==> src/rtl/key_event_matrix.sv <==
// Key matrix emulator: live key events plus an auto-type FIFO player.
// The host scans rows with active-low addr_sel and reads active-low key_data.
module key_event_matrix #(
    parameter  int ROWS        = 8,
    parameter  int COLS        = 5,
    parameter  int DEPTH       = 16,
    parameter  int HOLD_CYCLES = 7000000,
    localparam int RW          = (ROWS > 1) ? $clog2(ROWS) : 1,
    localparam int CW          = (COLS > 1) ? $clog2(COLS) : 1,
    localparam int EW          = 1 + RW + CW,
    localparam int AW          = $clog2(DEPTH),
    localparam int NW          = AW + 1
) (
    input  logic            clk_sys,
    input  logic            reset,
    input  logic            live_valid,
    input  logic            live_press,
    input  logic [RW-1:0]   live_row,
    input  logic [CW-1:0]   live_col,
    input  logic            auto_wr,
    input  logic [EW-1:0]   auto_data,
    input  logic            auto_clear,
    input  logic [ROWS-1:0] addr_sel,
    output logic [COLS-1:0] key_data,
    output logic            auto_full,
    output logic [NW-1:0]   auto_count,
    output logic            busy,
    output logic            overflow
);

    localparam int HW = $clog2(HOLD_CYCLES + 1);

    typedef enum logic [1:0] {
        IDLE,
        APPLY,
        GAP
    } state_t;

    state_t          state_q;
    state_t          state_d;
    logic [HW-1:0]   hold_q;
    logic [HW-1:0]   hold_d;
    logic            pop;

    logic [EW-1:0]   fifo_mem [DEPTH];
    logic [AW-1:0]   wr_ptr;
    logic [AW-1:0]   rd_ptr;
    logic [NW-1:0]   count_q;
    logic            push;

    logic [COLS-1:0] matrix [ROWS];

    logic [EW-1:0]   head;
    logic            head_press;
    int              head_r;
    int              head_c;
    int              live_r;
    int              live_c;
    logic            head_ok;
    logic            live_ok;
    logic            auto_hit;
    logic            live_hit;

    assign head       = fifo_mem[rd_ptr];
    assign head_press = head[EW-1];
    assign head_r     = int'(head[EW-2:CW]);
    assign head_c     = int'(head[CW-1:0]);
    assign live_r     = int'(live_row);
    assign live_c     = int'(live_col);

    // Out-of-range coordinates are dropped without touching the matrix.
    assign head_ok  = (head_r < ROWS) && (head_c < COLS);
    assign live_ok  = (live_r < ROWS) && (live_c < COLS);
    assign auto_hit = pop && head_ok;
    assign live_hit = live_valid && live_ok;

    assign auto_full  = (count_q == NW'(DEPTH));
    assign auto_count = count_q;
    assign busy       = (state_q != IDLE);
    assign push       = auto_wr && !auto_full;

    // Player state and hold counter registers; clear acts like a soft reset.
    always_ff @(posedge clk_sys) begin
        if (reset || auto_clear) begin
            state_q <= IDLE;
            hold_q  <= '0;
        end else begin
            state_q <= state_d;
            hold_q  <= hold_d;
        end
    end

    // Player next state: pop one entry per APPLY, then wait out the hold.
    always_comb begin
        state_d = state_q;
        hold_d  = hold_q;
        pop     = 1'b0;
        unique case (state_q)
            IDLE: begin
                if (count_q != '0) begin
                    state_d = APPLY;
                end
            end
            APPLY: begin
                pop     = 1'b1;
                hold_d  = HW'(HOLD_CYCLES - 1);
                state_d = GAP;
            end
            GAP: begin
                if (hold_q == '0) begin
                    state_d = (count_q != '0) ? APPLY : IDLE;
                end else begin
                    hold_d = hold_q - HW'(1);
                end
            end
            default: begin
                state_d = IDLE;
            end
        endcase
    end

    // FIFO storage; a write is only accepted when there is room.
    always_ff @(posedge clk_sys) begin
        if (push && !reset && !auto_clear) begin
            fifo_mem[wr_ptr] <= auto_data;
        end
    end

    // FIFO pointers and occupancy; pointers wrap naturally at DEPTH.
    always_ff @(posedge clk_sys) begin
        if (reset || auto_clear) begin
            wr_ptr  <= '0;
            rd_ptr  <= '0;
            count_q <= '0;
        end else begin
            if (push) begin
                wr_ptr <= wr_ptr + AW'(1);
            end
            if (pop) begin
                rd_ptr <= rd_ptr + AW'(1);
            end
            if (push && !pop) begin
                count_q <= count_q + NW'(1);
            end else if (!push && pop) begin
                count_q <= count_q - NW'(1);
            end
        end
    end

    // Sticky overflow on a write that found the FIFO full; clear keeps it.
    always_ff @(posedge clk_sys) begin
        if (reset) begin
            overflow <= 1'b0;
        end else if (auto_wr && auto_full && !auto_clear) begin
            overflow <= 1'b1;
        end
    end

    // Matrix bits, 0 = pressed; live wins over auto on the same bit.
    always_ff @(posedge clk_sys) begin
        for (int r = 0; r < ROWS; r++) begin
            for (int c = 0; c < COLS; c++) begin
                if (reset || auto_clear) begin
                    matrix[r][c] <= 1'b1;
                end else if (live_hit && live_r == r && live_c == c) begin
                    matrix[r][c] <= ~live_press;
                end else if (auto_hit && head_r == r && head_c == c) begin
                    matrix[r][c] <= ~head_press;
                end
            end
        end
    end

    // Column read-back: AND of every selected row, all ones when none.
    always_comb begin
        key_data = '1;
        for (int r = 0; r < ROWS; r++) begin
            if (!addr_sel[r]) begin
                key_data = key_data & matrix[r];
            end
        end
    end

endmodule

==> config.mk <==
export PLATFORM = sky130hd
export DESIGN_NAME = key_event_matrix
export DESIGN_NICKNAME = d
export VERILOG_FILES = /design/src/rtl/key_event_matrix.sv
export SDC_FILE = /design/constraint.sdc
export NUM_CORES = 1
export LEC_CHECK = 0
export BUFFER_PORTS_ARGS = -buffer_cell sky130_fd_sc_hd__buf_2
export CAP_MARGIN = 20
export CORE_MARGIN = 2
export CORE_UTILIZATION = 45
export DETAILED_ROUTE_END_ITERATION = 10
export SLEW_MARGIN = 10
export SYNTH_ARGS = -nofsm -noshare
export SYNTH_HDL_FRONTEND = slang
export SYNTH_SLANG_ARGS = --single-unit
export TNS_END_PERCENT = 50
==> constraint.sdc <==
create_clock -name clk_sys -period 2.7 [get_ports clk_sys]
set_input_delay 0 -clock clk_sys [delete_from_list [all_inputs] [get_ports clk_sys]]
set_output_delay 0 -clock clk_sys [all_outputs]
set_load 0.05 [all_outputs]
---- Word level (Yosys, flattened, before mapping) ----
Memories as Yosys holds them, arrays and structs flattened. A register that Yosys moved wholly into a read port is not among the register bits.
Cells that the tools add are included.
storage, ports and cells
  register bits after elaboration ......... 39
  memory bits (writable) .................. 152
  input port bits ......................... 27
  word-level logic and storage cells ...... 642
  memories ................................ 2
memories
  memory    depth  bits a word  read ports  clocked after Yosys merged registers in  write ports  RTL line  text
  fifo_mem  16     7            1           1                                        1            45        logic [EW-1:0] fifo_mem [DEPTH];
  matrix    8      5            8           0                                        8            51        logic [COLS-1:0] matrix [ROWS];
cells by class
  $add $sub $neg .......................... 5
  $lt $le $gt $ge ......................... 4
  equality and inequality tests ........... 28
  muxes and demuxes ....................... 383
  bitwise operators ....................... 89
  reduce and logical (&&, ||, !) cells .... 125
operators by type and width
  operator                                                     number
  2-to-1 mux 1 bit                                             366
  logical NOT 32 bit                                           4
  logical AND 1 bit                                            107
  OR 1 bit                                                     80
  2-to-1 mux 5 bit                                             10
  one-hot mux 23 bit (2 select lines)                          1
  == test 3 bit (second input constant)                        14
  bitwise AND 5 bit                                            7
  logical NOT 23 bit                                           1
  2-to-1 mux 23 bit                                            1
  subtractor 23 x 1 -> 23 bit (second input constant)          1
  == test 3 x 2 -> 1 bit (second input constant)               6
  adder 4 x 1 -> 4 bit (second input constant)                 2
  less-than comparator 3 x 4 -> 1 bit (second input constant)  2
  2-to-1 mux 4 bit                                             2
  == test 3 x 1 -> 1 bit (second input constant)               2
  less-than comparator 3 bit (second input constant)           2
  inequality test 2 bit (second input constant)                3
  one-hot mux 2 bit (3 select lines)                           1
  nonzero test 2 bit                                           3
  adder 5 x 1 -> 5 bit (second input constant)                 1
  == test 5 bit (second input constant)                        1
  logical NOT 1 bit                                            5
  nonzero test 5 bit                                           1
  8 further kinds                                              11

---- Logic depth before layout (Yosys ltp) ----
An unclocked memory read counts as a cell.
  depth after elaboration ................. 16
  depth in mapped cells ................... 13
  gate-level depth less buffers ........... 12

---- Least setup slack after synthesis ----
Ideal clock, no wire load.
  kind .................................... register to register
  from .................................... register count_q[0], in the netlist auto_count[0]
  to ...................................... register count_q[4], in the netlist auto_count[4]
  data arrival time ....................... 3181 ps
  required time ........................... 2630 ps
  path slack .............................. -551 ps
  stages on the path, launching flop included .. 13
  period minus slack after synthesis ...... 3251 ps
  path through ............................ dfxtp_1 > nor4_1 > and2_1 > nor2b_1 > clkbuf_1 > ha_1 > inv_1 > fa_1 > a21o_1 > a21oi_1 > xnor2_1 > or3_1 > a21oi_1
between the ends
  word-level cells in the longest chain between the ends .. 6
ends and longest elaborated chain
  element                              RTL line  text
  start: declaration                   48        logic [NW-1:0] count_q;
  start signal: assignment             143       count_q <= count_q + NW'(1);
  start signal: assignment             145       count_q <= count_q - NW'(1);
  == test 5 bit (*)                    77        assign auto_full = (count_q == NW'(DEPTH));
  named net auto_full                  25        output logic auto_full,
  logical NOT 1 bit (*)                80        assign push = auto_wr && !auto_full;
  logical AND 1 bit (*)                80
  named net push                       49        logic push;
  logical NOT 1 bit                    144       end else if (!push && pop) begin
  logical AND 1 bit                    144
  nonzero test 2 bit (no source line)  n/a
Mark *: on every way through the listed nets, which the timed path passes. The rest lies on a longest branch. The select of a mux whose other input is x is not followed.
A chain may end at the register's enable or synchronous reset.

==> results.sh <==
export IMPL_grtUsageTotal=0.215
export IMPL_dieWidth_um=146
export IMPL_path_cells="buf_8 > mux4_2 > a22oi_1 > and3_1 > buf_4 > nand2b_2 > or2_1 > o31a_1"
export IMPL_finalSetupViolCount=0
export IMPL_final_cells=1101
export IMPL_std_cell_rows=51
export IMPL_p_total_mw=6.40
export IMPL_critPathMaxFanout=7
export IMPL_ioPinCount=40
export IMPL_setup_slack_ns=0.0991
export IMPL_synth_distinct_cells=57
export IMPL_hold_viol=0
export IMPL_via_count=6471
export IMPL_clock_tree_root_cell="clkbuf_16"
export IMPL_timing_rr_end="matrix[1][14]"
export IMPL_holdPathStages=4
export IMPL_syn_area_per_cell_um2=12.2
export IMPL_routedWlPerCell_um=20.4
export IMPL_dp_hpwl_mm=15.4
export IMPL_coreArea_mm2=0.0196
export IMPL_r2r_slack_ns=0.1
export IMPL_area_growth_pct=17.3
export IMPL_synth_edf_count=151
export IMPL_m1WireLength_mm=9.30
export IMPL_dr_wl_met2_mm=11.2
export IMPL_cts_sinks=195
export IMPL_synthMuxAreaShare=0.0754
export IMPL_ir_worst_vdd_uv=478
export IMPL_grt_pass1_wl_mm=35.1
export IMPL_synth_top_family_by_area="simple AND/OR/NAND/NOR gates"
export IMPL_drive_above_1_share=0.222
export IMPL_drtAntennaViolNets=0
export IMPL_yosys_area_share_xor_xnor=0.0243
export IMPL_cts_path_max_buffers=2
export IMPL_cap_violations=0
export IMPL_async_flop_share=0
export IMPL_holdPathEnd="matrix[1][13]"
export IMPL_grt_ovfl_total=0
export IMPL_powerDensity_mw_per_mm2=604
export IMPL_htree_levels=4
export IMPL_critPathKind="reg -> reg"
export IMPL_yosys_warnings=0
export IMPL_synth_main_ff_cell="edfxtp_1"
export IMPL_cp_data_required_time_ns=2.88
export IMPL_worst_path_max_delay_cell="mux4_2"
export IMPL_p_leak_nw=3.31
export IMPL_min_period_ns=2.60
export IMPL_synth_simple_area_share=0.143
export IMPL_clkTransAtPathRegs_ns=0.08
export IMPL_post_place_cells=1060
export IMPL_arrival_ns=2.78
export IMPL_drt_iter0_drc=669
export IMPL_wl_met3_mm=1.54
export IMPL_routed_wl_mm=22.5
export IMPL_die_area_mm2=0.0212
export IMPL_viasPerCell=5.88
export IMPL_slew_violations=0
export IMPL_syn_num_nets=779
export IMPL_fp_dieH_um=146
export IMPL_syn_area_mm2=0.00903
export IMPL_rsz0062_at_grt="false"
export IMPL_portBuffers=39
export IMPL_final_area_mm2=0.0106
export IMPL_fin_skew_ns=0.0160
export IMPL_status="complete, no violations"
export IMPL_hold_path_startpoint="live_row[0]"
export IMPL_post_cts_buffers=0
export IMPL_ys_ff_latch=195
export IMPL_pre_cts_ws_ns=-0.0831
export IMPL_post_dp_cell_area_mm2=0.00984
export IMPL_hp_class="in -> reg"
export IMPL_antenna_cells=0
export IMPL_routed_top_layer="met4"
export IMPL_grt_pass1_vias=6493
export IMPL_grt_start_max_net_pins=44
export IMPL_fin_nets=861
export IMPL_fmax_mhz=384
export IMPL_syn_inst=741
export IMPL_tightestPinTransition_ns=0.803
export IMPL_seq_area_frac_synth=0.600
export IMPL_drt_pass1_iterations=8
export IMPL_finalCritPeriodShare=0.963
export IMPL_start_kind="register"
export IMPL_worst_skew_pair_late_latency_ns=0.44
export IMPL_gp_congestion=0.882
export IMPL_cts_buffers=17
export IMPL_cts_tree="done"
export IMPL_cp_slowest_stage_delay_ns=0.50
export IMPL_antenna_found_initial=0
export IMPL_relSlewSlack=0.464
export IMPL_drc=0
export IMPL_end_kind="register"
export IMPL_synthAdderAreaFrac=0.0161
export IMPL_setup_tns_ns=0
export IMPL_start_util=0.461
export IMPL_synth_compound_area_share=0.117
export IMPL_r2r_cells=8
-- layout make-up --
cell class / instances / area, um^2
multi-input cells: 497 / 3450
flip-flops and latches: 195 / 5430
repair buffers: 103 / 743
fillers: 1669 / 9000
well taps: 265 / 332
inverters: 9 / 33.8
clock inverters: 14 / 163
clock buffers: 18 / 429
-- repair_timing --
action | in CTS | in global routing
hold buffers | 9 | 0
endpoints found under the setup margin | 44 | 47
endpoints found under the hold margin | 113 | 0
resized for setup | 8 | 12
-- cell families after synthesis --
group                      Yosys count
DFF                                195
buffers and inverters               49
and+or+nand+nor                    273
AOI/OAI and AO/OA                  154
adders and majority gates           11
xor gates and xnor gates            25
muxes                               34
-- flip-flops by register name (all words and copies together) (netlist names), named ones only --
name,cells
matrix,40
wr_ptr,4
rd_ptr,4
overflow,1
state_q,2
auto_count,5
hold_q,23
fifo_mem,112
-- critical path: cells and delay by family, from the launching register on --
kind            cells  cell delay [ns]
flops               1             0.38
mux                 1             0.50
simple gates        3             0.66
compound gates      2             0.53
buf+inv             2             0.28
-- synthesized netlist by cell type (3+ instances only) --
cell      instances  area share
nand2b_1          6      0.0042
nor2_1          107       0.044
a211o_1           9      0.0087
nand3_1          14      0.0078
or3_1             5      0.0035
xor2_1           12       0.012
dfxtp_1          44       0.098
nor2b_1           8      0.0055
nand2_1          66       0.027
a21oi_1          24       0.013
buf_2             5      0.0028
xnor2_1          13       0.013
nor3_1           10      0.0055
o21ai_0           6      0.0033
o22ai_1          20       0.014
mux2i_1           5      0.0055
o311ai_0          4      0.0039
nor4_1           11      0.0076
mux4_2           27       0.067
or2_2             9      0.0062
nand4_1           5      0.0035
o31a_1            9      0.0087
edfxtp_1        151        0.50
and2_1            4      0.0028
o41ai_1           3      0.0029
ha_1             10       0.014
a311oi_1          4      0.0039
a31oi_1          33       0.023
buf_1             6      0.0025
or2_1             5      0.0035
inv_1             9      0.0037
and3_1            5      0.0035
o211ai_1         27       0.022
a22oi_1           6      0.0050
clkbuf_1         26       0.011
nand3b_1          3      0.0025
or4_1             3      0.0025
-- power by group --
group,leakage [nW],internal [mW],switching [mW]
Combinational,1.37,0.212,0.365
Clock,0.292,1.33,1.21
Sequential,1.65,3.25,0.0311
Total,3.31,4.79,1.61
-- routing by layer --
layer	GRT usage	vias to the layer above
met5	0	-
met4	0.0691	0
met3	0.0451	44
met2	0.367	263
met1	0.275	3155
li1	-	3009
-- metrics by stage --
step	utilization	hold slack (ns)
2_1_floorplan	-	0.0724
3_3_place_gp	0.502	0.211
3_5_place_dp	0.502	0.211
4_1_cts	0.538	0.0813
5_1_grt	0.540	0.134
6_report	0.540	0.108
-- cell usage in the layout, fill, tap and decap left out, types with 4 or more instances in the layout --
cell type      Yosys  routed
edfxtp_1         151     151
nor2_1           107     104
nand2_1           66      65
buf_4              1      51
buf_2              5      39
dfxtp_1           44      37
a31oi_1           33      33
mux4_2            27      27
o211ai_1          27      27
a21oi_1           24      23
o22ai_1           20      20
clkbuf_16          0      17
nand3_1           14      14
xnor2_1           13      13
xor2_1            12      12
nor4_1            11      10
nor3_1            10      10
ha_1              10      10
inv_1              9       9
or2_2              9       9
o31a_1             9       9
a211o_1            9       9
dlygate4sd3_1      0       9
nor2b_1            8       8
inv_6              0       6
or3_1              5       5
o21ai_0            6       5
a22oi_1            6       5
mux2i_1            5       5
nand4_1            5       5
or2_1              5       5
o311ai_0           4       4
a311oi_1           4       4
nand2b_1           6       4
dfxtp_2            0       4
-- how the worst max path moves through the flow --
stage,start,slack [ns],cells past startpoint,to
2_1_floorplan,auto_count[0],0.008,12,auto_count[4]
3_5_place_dp,register,-0.08,7,matrix[0][4]
6_report,register,0.1,8,matrix[1][14]
5_1_grt,register,0.003,8,matrix[1][13]
4_1_cts,register,-0.02,8,matrix[1][3]
3_3_place_gp,register,-0.07,7,matrix[1][0]
(Power assumes the default switching activity.)
